File: src/rtl/dpram_pkg.sv
// rtl/dpram_pkg.sv - shared types, constants and parity helper for the dual-port RAM
package dpram_pkg;

    typedef enum logic {
        ST_CLEAR,
        ST_RUN
    } state_t;

    localparam int RDW_OLD = 0;
    localparam int RDW_NEW = 1;

    // Even parity over a zero-extended word; zero padding does not change the result.
    function automatic logic parity(input logic [63:0] v);
        return ^v;
    endfunction

endpackage

File: src/rtl/dual_port_ram_param_if.sv
// rtl/dual_port_ram_param_if.sv - port bundle for dual_port_ram_param (perr_a/perr_b under DPRAM_PARITY_EN)
interface dual_port_ram_param_if #(
    parameter int DATA_W = 8,
    parameter int ADDR_W = 3
);
    logic              init_busy;
    logic              en_a;
    logic              we_a;
    logic [ADDR_W-1:0] addr_a;
    logic [DATA_W-1:0] din_a;
    logic [DATA_W-1:0] dout_a;
    logic              rvalid_a;
    logic              en_b;
    logic              we_b;
    logic [ADDR_W-1:0] addr_b;
    logic [DATA_W-1:0] din_b;
    logic [DATA_W-1:0] dout_b;
    logic              rvalid_b;
    logic              collision;
`ifdef DPRAM_PARITY_EN
    logic              perr_a;
    logic              perr_b;
`endif

    modport master (
        output en_a, we_a, addr_a, din_a,
        output en_b, we_b, addr_b, din_b,
`ifdef DPRAM_PARITY_EN
        input  perr_a, perr_b,
`endif
        input  init_busy, dout_a, rvalid_a, dout_b, rvalid_b, collision
    );

    modport slave (
        input  en_a, we_a, addr_a, din_a,
        input  en_b, we_b, addr_b, din_b,
`ifdef DPRAM_PARITY_EN
        output perr_a, perr_b,
`endif
        output init_busy, dout_a, rvalid_a, dout_b, rvalid_b, collision
    );

endinterface

File: src/rtl/dpram_out_stage.sv
// rtl/dpram_out_stage.sv - per-port read data/valid register with optional second stage
module dpram_out_stage #(
    parameter int W       = 8,
    parameter int OUT_REG = 0
) (
    input  logic         clk,
    input  logic         rst,
    input  logic         req,
    input  logic [W-1:0] din,
    output logic [W-1:0] dout,
    output logic         rvalid
);

    logic         v1;
    logic [W-1:0] d1;

    always_ff @(posedge clk) begin
        if (rst) begin
            v1 <= 1'b0;
            d1 <= '0;
        end else begin
            v1 <= req;
            if (req) d1 <= din;
        end
    end

    generate
        if (OUT_REG != 0) begin : g_reg
            logic         v2;
            logic [W-1:0] d2;

            always_ff @(posedge clk) begin
                if (rst) begin
                    v2 <= 1'b0;
                    d2 <= '0;
                end else begin
                    v2 <= v1;
                    if (v1) d2 <= d1;
                end
            end

            assign dout   = d2;
            assign rvalid = v2;
        end else begin : g_direct
            assign dout   = d1;
            assign rvalid = v1;
        end
    endgenerate

endmodule

File: src/rtl/dual_port_ram_param.sv
// rtl/dual_port_ram_param.sv - true dual-port RAM with clear sequencer; DPRAM_PARITY_EN adds per-word parity
module dual_port_ram_param
    import dpram_pkg::*;
#(
    parameter int DATA_W   = 8,
    parameter int ADDR_W   = 3,
    parameter int RDW_MODE = 0,
    parameter int OUT_REG  = 0
) (
    input logic                clk,
    input logic                rst,
    dual_port_ram_param_if.slave bus
);

    localparam int DEPTH = 2 ** ADDR_W;
`ifdef DPRAM_PARITY_EN
    localparam int MEM_W = DATA_W + 1;
`else
    localparam int MEM_W = DATA_W;
`endif

    state_t            state;
    state_t            state_nxt;
    logic [ADDR_W-1:0] clr_ptr;
    logic [MEM_W-1:0]  mem [DEPTH];

    logic              active;
    logic              wr_a, rd_a, wr_b, rd_b, same_addr;
    logic [MEM_W-1:0]  word_a, word_b, rdata_a, rdata_b;
    logic [MEM_W-1:0]  pay_a, pay_b, out_a, out_b;
    logic              rv_a, rv_b;
    logic              coll_q;

    always_ff @(posedge clk) begin
        if (rst) begin
            state   <= ST_CLEAR;
            clr_ptr <= '0;
        end else begin
            state <= state_nxt;
            if (state == ST_CLEAR) clr_ptr <= clr_ptr + 1'b1;
        end
    end

    always_comb begin
        state_nxt = state;
        if (state == ST_CLEAR && clr_ptr == ADDR_W'(DEPTH - 1)) state_nxt = ST_RUN;
    end

    // Requests only count in RUN and never on a reset edge.
    assign active    = (state == ST_RUN) && !rst;
    assign wr_a      = active && bus.en_a && bus.we_a;
    assign rd_a      = active && bus.en_a && !bus.we_a;
    assign wr_b      = active && bus.en_b && bus.we_b;
    assign rd_b      = active && bus.en_b && !bus.we_b;
    assign same_addr = (bus.addr_a == bus.addr_b);

`ifdef DPRAM_PARITY_EN
    assign word_a = {parity(64'(bus.din_a)), bus.din_a};
    assign word_b = {parity(64'(bus.din_b)), bus.din_b};
`else
    assign word_a = bus.din_a;
    assign word_b = bus.din_b;
`endif

    // Port A wins a same-address write/write; port B's data is dropped.
    always_ff @(posedge clk) begin
        if (!rst) begin
            if (state == ST_CLEAR) begin
                mem[clr_ptr] <= '0;
            end else begin
                if (wr_a) mem[bus.addr_a] <= word_a;
                if (wr_b && !(wr_a && same_addr)) mem[bus.addr_b] <= word_b;
            end
        end
    end

    always_ff @(posedge clk) begin
        if (rst) coll_q <= 1'b0;
        else     coll_q <= wr_a && wr_b && same_addr;
    end

    assign rdata_a = (RDW_MODE == RDW_NEW && wr_b && same_addr) ? word_b : mem[bus.addr_a];
    assign rdata_b = (RDW_MODE == RDW_NEW && wr_a && same_addr) ? word_a : mem[bus.addr_b];

    // With parity the top bit of the payload carries the mismatch flag, not the stored bit.
`ifdef DPRAM_PARITY_EN
    assign pay_a = {parity(64'(rdata_a[DATA_W-1:0])) ^ rdata_a[DATA_W], rdata_a[DATA_W-1:0]};
    assign pay_b = {parity(64'(rdata_b[DATA_W-1:0])) ^ rdata_b[DATA_W], rdata_b[DATA_W-1:0]};
`else
    assign pay_a = rdata_a;
    assign pay_b = rdata_b;
`endif

    dpram_out_stage #(.W(MEM_W), .OUT_REG(OUT_REG)) u_out_a (
        .clk    (clk),
        .rst    (rst),
        .req    (rd_a),
        .din    (pay_a),
        .dout   (out_a),
        .rvalid (rv_a)
    );

    dpram_out_stage #(.W(MEM_W), .OUT_REG(OUT_REG)) u_out_b (
        .clk    (clk),
        .rst    (rst),
        .req    (rd_b),
        .din    (pay_b),
        .dout   (out_b),
        .rvalid (rv_b)
    );

    assign bus.init_busy = (state == ST_CLEAR);
    assign bus.collision = coll_q;
    assign bus.dout_a    = out_a[DATA_W-1:0];
    assign bus.dout_b    = out_b[DATA_W-1:0];
    assign bus.rvalid_a  = rv_a;
    assign bus.rvalid_b  = rv_b;
`ifdef DPRAM_PARITY_EN
    assign bus.perr_a    = rv_a && out_a[DATA_W];
    assign bus.perr_b    = rv_b && out_b[DATA_W];
`endif

endmodule

File: src/flat_wrapper.sv
// flat-port wrapper written by rule: the top's interface ports become plain ports
module dual_port_ram_param_flat import dpram_pkg::*;
#(
    parameter int DATA_W   = 8,
    parameter int ADDR_W   = 3,
    parameter int RDW_MODE = 0,
    parameter int OUT_REG  = 0
)
  (clk, rst, bus_en_a, bus_we_a, bus_addr_a, bus_din_a, bus_en_b, bus_we_b, bus_addr_b, bus_din_b, bus_init_busy, bus_dout_a, bus_rvalid_a, bus_dout_b, bus_rvalid_b, bus_collision);
  dual_port_ram_param_if #(.DATA_W(DATA_W), .ADDR_W(ADDR_W)) bus_i ();
  input logic clk;
  input logic rst;
  input wire logic [$bits(bus_i.en_a)-1:0] bus_en_a;
  input wire logic [$bits(bus_i.we_a)-1:0] bus_we_a;
  input wire logic [$bits(bus_i.addr_a)-1:0] bus_addr_a;
  input wire logic [$bits(bus_i.din_a)-1:0] bus_din_a;
  input wire logic [$bits(bus_i.en_b)-1:0] bus_en_b;
  input wire logic [$bits(bus_i.we_b)-1:0] bus_we_b;
  input wire logic [$bits(bus_i.addr_b)-1:0] bus_addr_b;
  input wire logic [$bits(bus_i.din_b)-1:0] bus_din_b;
  output wire logic [$bits(bus_i.init_busy)-1:0] bus_init_busy;
  output wire logic [$bits(bus_i.dout_a)-1:0] bus_dout_a;
  output wire logic [$bits(bus_i.rvalid_a)-1:0] bus_rvalid_a;
  output wire logic [$bits(bus_i.dout_b)-1:0] bus_dout_b;
  output wire logic [$bits(bus_i.rvalid_b)-1:0] bus_rvalid_b;
  output wire logic [$bits(bus_i.collision)-1:0] bus_collision;
  assign bus_i.en_a = bus_en_a;
  assign bus_i.we_a = bus_we_a;
  assign bus_i.addr_a = bus_addr_a;
  assign bus_i.din_a = bus_din_a;
  assign bus_i.en_b = bus_en_b;
  assign bus_i.we_b = bus_we_b;
  assign bus_i.addr_b = bus_addr_b;
  assign bus_i.din_b = bus_din_b;
  assign bus_init_busy = bus_i.init_busy;
  assign bus_dout_a = bus_i.dout_a;
  assign bus_rvalid_a = bus_i.rvalid_a;
  assign bus_dout_b = bus_i.dout_b;
  assign bus_rvalid_b = bus_i.rvalid_b;
  assign bus_collision = bus_i.collision;
  dual_port_ram_param #(.DATA_W(DATA_W), .ADDR_W(ADDR_W), .RDW_MODE(RDW_MODE), .OUT_REG(OUT_REG)) u_core (.clk(clk), .rst(rst), .bus(bus_i));
endmodule
File: config.mk
export PLATFORM = sky130hd
export DESIGN_NAME = dual_port_ram_param_flat
export DESIGN_NICKNAME = d
export VERILOG_FILES = /design/src/rtl/dpram_pkg.sv /design/src/rtl/dual_port_ram_param_if.sv /design/src/rtl/dpram_out_stage.sv /design/src/rtl/dual_port_ram_param.sv /design/src/flat_wrapper.sv
export SDC_FILE = /design/constraint.sdc
export NUM_CORES = 1
export LEC_CHECK = 0
export BUFFER_PORTS_ARGS = -buffer_cell sky130_fd_sc_hd__buf_4
export CORE_ASPECT_RATIO = 1.1
export CORE_UTILIZATION = 45
export CTS_CLUSTER_DIAMETER = 60
export DETAILED_ROUTE_END_ITERATION = 8
export PLACE_DENSITY = 0.68
export SLEW_MARGIN = 30
export SYNTH_ARGS = -nofsm -noshare
export SYNTH_HDL_FRONTEND = slang
export SYNTH_SLANG_ARGS = --single-unit
File: constraint.sdc
create_clock -name clk -period 2 [get_ports clk]
set_input_delay 0.1 -clock clk [delete_from_list [all_inputs] [get_ports clk]]
set_output_delay 0.1 -clock clk [all_outputs]
set_load 0.03 [all_outputs]
== Word-level counts from Yosys, hierarchy flattened ==
Memory sizes are Yosys's and may differ from the RTL's. A register that Yosys moved wholly into a read port is not among the register bits.
Cells that the tools add are included.

* Memories: 1
* Flip-flop bits (word level): 7
* Bits in writable memories: 64
* Output and inout bits: 20
* Logic and storage cells: 41
* Bits of input ports: 28

{| class="wikitable"
|+ Memories
! name !! depth !! width !! rd ports !! clocked after memory_dff !! write ports !! RTL line !! text
|-
| u_core.mem || 8 || 8 || 2 || 2 || 2 || dual_port_ram_param.sv:25 || <nowiki>logic [MEM_W-1:0] mem [DEPTH];</nowiki>
|}

* Equal/unequal tests: 2
* Add/sub/neg operators: 1
* Muxes and demuxes: 14
* Bitwise gates (word level): 1
* Reductions and logical operators: 17

{| class="wikitable"
|+ Operators by type and width
! operator !! count
|-
| $logic_and 1x1->1 || 12
|-
| $mux 1 || 12
|-
| $mux 8 || 1
|-
| $reduce_or 8->1 || 1
|-
| $logic_not 1->1 || 4
|-
| $add 3x1->3 const B || 1
|-
| $eq 3x3->1 || 1
|-
| $eq 3x3->1 const B || 1
|-
| $mux 3 || 1
|-
| $not 1->1 || 1
|}

== Longest topological paths before layout ==
Gate-level depths: netlist of run 1.

* Word-level depth: 11
* Depth in mapped cells: 7
* Depth with buffers taken out: 4

== Cells and area by module ==
From an unflattened synthesis of run 1, not the netlist that was laid out.

* Cells, all modules: 393
* Area, all modules: 4926.0 um^2

{| class="wikitable"
|+ Modules (own cells, without submodules)
! module !! sequential area each (um^2) !! cells each !! area each (um^2) !! instances
|-
| dual_port_ram_param || 2021.9 || 337 || 4300.4 || 1
|-
| dpram_out_stage || 180.2 || 28 || 312.8 || 2
|}

== Worst setup path before layout of run 1 ==
No wires, ideal clock.

* Kind: reg-to-reg
* From: reg u_core.state
* To: mem u_core.mem[2][0] in the netlist's numbering, enable pin
* Library setup time: 384 ps
* Path buffers: 2
* Slack: -22 ps
* Arrival time: 1638 ps
* Data required time: 1616 ps
* Cell stages (with the launch flop): 7
* Path through: dfxtp_1 and4b_1 buf_6 buf_2 nor3b_1 a31oi_1 o21ai_0

{| class="wikitable"
|+ RTL lines
! what !! RTL line !! text
|-
| start, declared || dual_port_ram_param.sv:22 || <nowiki>state_t state;</nowiki>
|-
| start signal, assigned || dual_port_ram_param.sv:39 || <nowiki>state <= state_nxt;</nowiki>
|-
| end, declared || dual_port_ram_param.sv:25 ||
|}

==> results of run 1 <==
power by group:
group	internal (W)	total [W]	switching (W)
registers	0.00197	0.00201	0.0000372
clock network	0.00108	0.00177	0.000684
logic	0.000183	0.000378	0.000195
area by class of cell:
type | instances | area share (%)
multi-input combinational | 232 | 39.83
sequential | 87 | 39.29
timing repair buffer | 97 | 12.52
clock buffer | 9 | 3.713
tap | 147 | 3.032
clock inverter | 7 | 1.423
inverter | 3 | 0.1856
synth_stat cells (2+ instances only):
cell type | count | area share [%]
edfxtp_1 | 64 | 38
mux2_4 | 40 | 12
mux2_2 | 27 | 6.1
nor2_1 | 24 | 1.8
dfxtp_1 | 23 | 9.2
mux4_2 | 23 | 10
nor3_1 | 16 | 1.6
clkbuf_1 | 14 | 1.0
o22ai_1 | 12 | 1.5
buf_6 | 9 | 2.0
and2_1 | 8 | 1.0
nand3b_1 | 8 | 1.2
a31oi_1 | 6 | 0.75
buf_2 | 6 | 0.60
nand2_1 | 5 | 0.37
o21bai_1 | 5 | 0.75
a21oi_1 | 4 | 0.40
a311oi_1 | 4 | 0.70
nor3b_1 | 4 | 0.60
a221oi_1 | 3 | 0.52
a22oi_1 | 3 | 0.45
buf_4 | 3 | 0.45
inv_1 | 3 | 0.22
mux2i_1 | 3 | 0.60
nand4b_1 | 3 | 0.52
o21ai_0 | 3 | 0.30
a31o_2 | 2 | 0.35
and3_1 | 2 | 0.25
and4b_1 | 2 | 0.40
buf_1 | 2 | 0.15
ha_1 | 2 | 0.50
nand3_1 | 2 | 0.20
nand3b_2 | 2 | 0.45
nor2b_1 | 2 | 0.25
xnor2_2 | 2 | 0.65
timing repair:
| item | in CTS | in global routing |
|---|---|---|
| endpoints found under the setup margin | 8 | 58 |
| hold buffers | 1 | 0 |
| pin swaps | 0 | 2 |
| setup buffers | 0 | 5 |
| gates resized for setup | 1 | 5 |
| hold endpoints to repair | 1 | 0 |
worst paths after layout:
kind | slack, ps | endpoint | cells after the start
worst min-delay path | 110 | u_core.u_out_b.dout[3]$_SDFFE_PP0P_ | 3
worst max-delay path | 60 | u_core.mem[0][7]$_DFFE_PP_ | 6
worst min register to register | 490 | u_core.u_out_b.dout[6]$_SDFFE_PP0P_ | 2
worst max register to register | 60 | u_core.mem[0][7]$_DFFE_PP_ | 6
sequential cells by signal (all words and copies together), names as in the netlist:
name / count
u_core.u_out_a.dout: 8
u_core.u_out_a.rvalid: 1
u_core.u_out_b.rvalid: 1
u_core.bus.collision: 1
u_core.u_out_b.dout: 8
u_core.mem: 64
u_core.state: 1
u_core.clr_ptr: 3
cells by family after synthesis:
logic type	after synthesis	share of synthesized area, %
flops	87	47.56
xor+xnor	4	0.9993
simple gates	84	9.818
buf+inv	37	4.497
compound gates	48	7.095
fa+ha+maj	2	0.4995
mux	94	29.53
worst reg2reg max path, delay by kind of cell (launching register included):
family,cells,cell delay [ps]
flops,1,340
mux,1,350
simple gates,2,400
compound gates,1,210
buf+inv,2,390
through the flow:
| stage | cell area [um2] | setup WS [ps] | TNS (ps) |
|---|---|---|---|
| finish | 6066 | 63.70 | 0 |
| floorplan | 5009 | 37.85 | 0 |
| global route | 6066 | 4.702 | 0 |
| global placement | 5693 | -107.6 | -859.2 |
| detailed placement | 5693 | -157.6 | -1259 |
| CTS | 6018 | 11.50 | 0 |
routing by layer:
metal	up-vias	global-route usage (%)	wire length [um]	part of all wire, %
li1	1550	-	-	-
met1	1731	32.54	5669	44
met2	166	35.51	6061	47
met3	25	4.047	826	6.4
met4	0	12.38	348	2.7
met5	-	0	0	0
==> out/results.tsv, run 1 <==
metric	value	unit
final setup fails	0	
Tightest Pin Transition	584.4	ps
Setup Skew	4.804	ps
H-tree level count	3	
Overflow after GRT	0	
clk sink count	87	
status	complete, no violations	
Worst EP arrival	2030	ps
PwrDens	685.1	mW/mm2
crit path from	u_core.state$_SDFFE_PP0P_	
Hold WS	105.9	ps
Starting DRT DRC Count	263	
first-pass GRT wire length	19700	um
final wirelength	12910	um
crit path max fanout	8	
RePlAce Congestion	0.8576	
Seq/Total Area, Yosys	47.56	%
HP Class	input port to register	
placed cells	560	
crit path max-delay cell type	mux2_2	
Syn Inst Count	356	
Worst path max stage delay	350	ps
IO buf count	47	
Worst R2R Start	u_core.state$_SDFFE_PP0P_	
CP Class	register to register	
# IOs	48	
Crit path top cell by count	buf_4	
largest net degree at the start of global routing	39	
commonest non-fill, non-tap cells in the layout	buf_4, edfxtp_1, mux2_4	
vias post-DR	3472	
Fill cells	874	
final routed DRC violation total	0	
CTS tree	yes	
Final Hold Vio Count	0	
commonest non-fill, non-tap cell in the layout	buf_4	
WL per Instance	22.18	um
number of nets in the layout	460	
average size of a mapped cell	14.07	um2
diode count	0	
CTS Buf Count	9	
drt pass-1 iters	6	
site row count	40	
Register Area	0.002384	mm2
crit path cell chain	and4b_1 > a41oi_4 > buf_4 > nand3b_2 > buf_4 > mux2_2	
layout cells sized above 1	49.43	%
DIE AREA	0.01156	mm2
Max Buffers Root-to-Sink	2	
Finished Layout Cells	582	
Slew HR	61.01	%
Final Cycle Share	96.82	%
clock-pin slew on the worst setup and hold paths	60	ps
kind of end point of the critical path	register	
vias per cell	5.966	
total chip power	0.004156	W
clock latency on the worst-skew pair	340	ps
Post-DP HPWL	9417	um
Layout area overhead	21.11	%
P_leak	2.223	nW
RSZ-0062 raised after global routing	false	
final count of pins violating max slew	0	
cell area after synthesis	0.005009	mm2
fmax	516.4	MHz
antenna violations before repair	0	
Synth cell types	50	
Root Buffer	clkbuf_16	
Final Util	55.85	%
Max IR drop VDD	0.4312	mV
Required @ worst endpoint	2090	ps
max_cap viols	0	
footprint of the multi-input gates	0.002416	mm2
Syn Nets	386	
Chip Width	102.6	um
CP Launch Type	register	
Post-DRT Antenna Nets	0	
vias in the first global route	3517	
Crit path max-delay family	simple AND/OR/NAND/NOR gates	
ys flop type	edfxtp_1	
final worst path period need	1936	ps
hold_sp	rst	
Initial Util	46.12	%
Die Ht	112.7	um
ys async rst share	0	%
crit path buf inv count	2	
GRT Total Usage	23.64	%
#FFs+latches synth	87	
number of flops mapped to enable cells by yosys	64	
Synthesis Warnings	0	
CORE AREA	0.01086	mm2
(Power assumes the default switching activity.)
==> run 2, diff against run 1 <==
--- a/config.mk
+++ b/config.mk
@@ -10,7 +10,7 @@
 export CORE_UTILIZATION = 45
 export CTS_CLUSTER_DIAMETER = 60
 export DETAILED_ROUTE_END_ITERATION = 8
-export PLACE_DENSITY = 0.68
+export PLACE_DENSITY = 0.65
 export SLEW_MARGIN = 30
 export SYNTH_ARGS = -nofsm -noshare
 export SYNTH_HDL_FRONTEND = slang
==> constraint.sdc (replaced) <==
create_clock -name clk -period 2.3 [get_ports clk]
set_input_delay 0.115 -clock clk [delete_from_list [all_inputs] [get_ports clk]]
set_output_delay 0.115 -clock clk [all_outputs]
set_load 0.03 [all_outputs]
==> run 2 against run 1 <==
  * Flip-flop and latch count unchanged
  * Clock power decreased by 25%
  * Setup slack improved by 73 ps
  * Routed wire length decreased by 5.2%
  * Total power decreased by 19%
  * Non-clock buffer count decreased by 28
  * Fmax decreased by 10%
  * Final area decreased by 4.9%
  * Global-route usage decreased by 0.95 points
  * Register-to-register slack improved by 70 ps
  * Critical endpoint is now u_core.mem[1][5]$_DFFE_PP_
  * Via count decreased by 4.9%
  * Final cell count decreased by 4.8%
==> out/results.tsv, run 2 (synthesis gave the netlist of run 1 again) <==
metric	value	unit	change
status	complete, no violations		
largest net degree at the start of global routing	39		unchanged
Max Buffers Root-to-Sink	2		unchanged
kind of end point of the critical path	register		
commonest non-fill, non-tap cell in the layout	buf_4		
clock-pin slew on the worst setup and hold paths	60	ps	about the same
crit path max fanout	9		+1
Fill cells	933		+6.8%
Required @ worst endpoint	2400	ps	+310 ps
fmax	462.3	MHz	-10%
number of nets in the layout	432		-6.1%
HP Class	input port to register		
Worst path max stage delay	430	ps	+80 ps
FF-to-FF setup slack	140	ps	+70 ps
Die Ht	112.7	um	unchanged
CORE AREA	0.01086	mm2	unchanged
final setup fails	0		unchanged
clk sink count	87		unchanged
hold_sp	rst		
vias per cell	5.958		-0.12%
GRT Total Usage	22.68	%	-0.95 points
CTS resizes	0		-1
# IOs	48		unchanged
placed cells	538		-3.9%
diode count	0		unchanged
CP Launch Type	register		
DIE AREA	0.01156	mm2	unchanged
final wirelength	12240	um	-5.2%
Overflow after GRT	0		unchanged
layout cells sized above 1	45.21	%	-4.2 points
RePlAce Congestion	0.8607		+0.36%
Layout area overhead	15.19	%	
Root Buffer	clkbuf_16		
Starting DRT DRC Count	273		+3.8%
IO buf count	47		unchanged
crit path cell chain	and4b_1 > a41oi_4 > and3b_1 > buf_4 > o21bai_1 > buf_4		
max reg flops	64		unchanged
Chip Width	102.6	um	unchanged
Final Hold Vio Count	0		unchanged
Initial Util	46.12	%	unchanged
drt pass-1 iters	5		-1
Reg with most FFs	u_core.mem		
Worst R2R Start	u_core.state$_SDFFE_PP0P_		
Max IR drop VDD	0.3047	mV	-29%
Worst EP arrival	2270	ps	+240 ps
Tightest Pin Transition	929.8	ps	+345.3 ps
Setup Skew	6.620	ps	+1.816 ps
CP Class	register to register		
Slew HR	37.89	%	-23 points
Setup Buffers After CTS	0		unchanged
final routed DRC violation total	0		unchanged
final worst path period need	2163	ps	+226.7 ps
clock latency on the worst-skew pair	340	ps	about the same
first-pass GRT wire length	19040	um	-3.3%
H-tree level count	3		unchanged
crit path from	u_core.state$_SDFFE_PP0P_		
commonest non-fill, non-tap cells in the layout	buf_4, edfxtp_1, mux2_4		
final count of pins violating max slew	0		unchanged
CTS tree	yes		
Post-DP HPWL	9097	um	-3.4%
Fin Setup TNS	0	ps	unchanged
crit path max-delay cell type	dfxtp_1		
RSZ-0062 raised after global routing	false		
Finished Layout Cells	554		-4.8%
antenna violations before repair	0		unchanged
CTS Buf Count	9		unchanged
WL per Instance	22.09	um	-0.40%
max_cap viols	0		unchanged
P_leak	2.041	nW	-8.2%
vias post-DR	3301		-4.9%
hold buffers post-CTS	0		-1
Final Cycle Share	94.05	%	-2.8 points
Crit path top cell by count	buf_4		
site row count	40		unchanged
Post-DRT Antenna Nets	0		unchanged
vias in the first global route	3149		-10%
PwrDens	582.5	mW/mm2	-15%
[run 2: cell count changes in the layout (fill, tap and decap cells not counted), sizes merged]
cell and delta:
clkinvlp +2, buf -27, dlygate4sd3 -1, inv -1, clkbuf +1, bufinv -2
[run 2: where the power goes]
part | internal [W] | total (W) | switching [W]
sequential | 0.00171 | 0.00175 | 0.0000319
combinational | 0.000140 | 0.000293 | 0.000153
clock | 0.000726 | 0.00132 | 0.000595
[run 2: worst max-delay path, delay by kind of cell (launching register included)]
kind / cells / cell delay (ps)
simple gates: 2 / 670
compound gates: 2 / 450
flops: 1 / 430
buf+inv: 2 / 370
[run 2: layer usage]
layer  up-vias  part of all wire [%]  global-route usage [%]
met1      1646                    45                   34.37
li1       1492                     -                       -
met2       149                    47                   33.24
met3        14                   6.7                   3.425
met4         0                   1.7                   7.143
met5         -                     0                       0
[run 2: path summary, 6_finish.rpt]
check,cells after the start,to
min reg2reg,2,u_core.u_out_b.dout[2]$_SDFFE_PP0P_
max reg2reg,6,u_core.mem[1][5]$_DFFE_PP_
max,6,u_core.mem[1][5]$_DFFE_PP_
min,2,u_core.u_out_b.dout[3]$_SDFFE_PP0P_
[run 2: through the flow]
stage	cell area, um2	util, %	hold WS, ps	total power, W	setup slack, ps
4_1_cts	5769	53.12	32.44	0.003375	170.6
3_3_place_gp	5503	50.67	380.6	0.002066	120.4
6_report	5769	53.12	29.64	0.003360	137.0
3_5_place_dp	5503	50.67	388.1	0.002071	185.1
2_1_floorplan	5009	-	332.5	0.001953	278.0
5_1_grt	5769	53.12	48.50	0.003464	40.40
[run 2: final cells by class]
class | instances | area, um2 | share of cell area, %
Clock buffer | 10 | 229.0 | 3.969
Tap cell | 147 | 183.9 | 3.188
Clock inverter | 6 | 37.54 | 0.6506
Sequential cell | 87 | 2382 | 41.29
Timing Repair Buffer | 69 | 518.0 | 8.979
Inverter | 3 | 11.26 | 0.1952
Multi-Input combinational cell | 232 | 2407 | 41.73
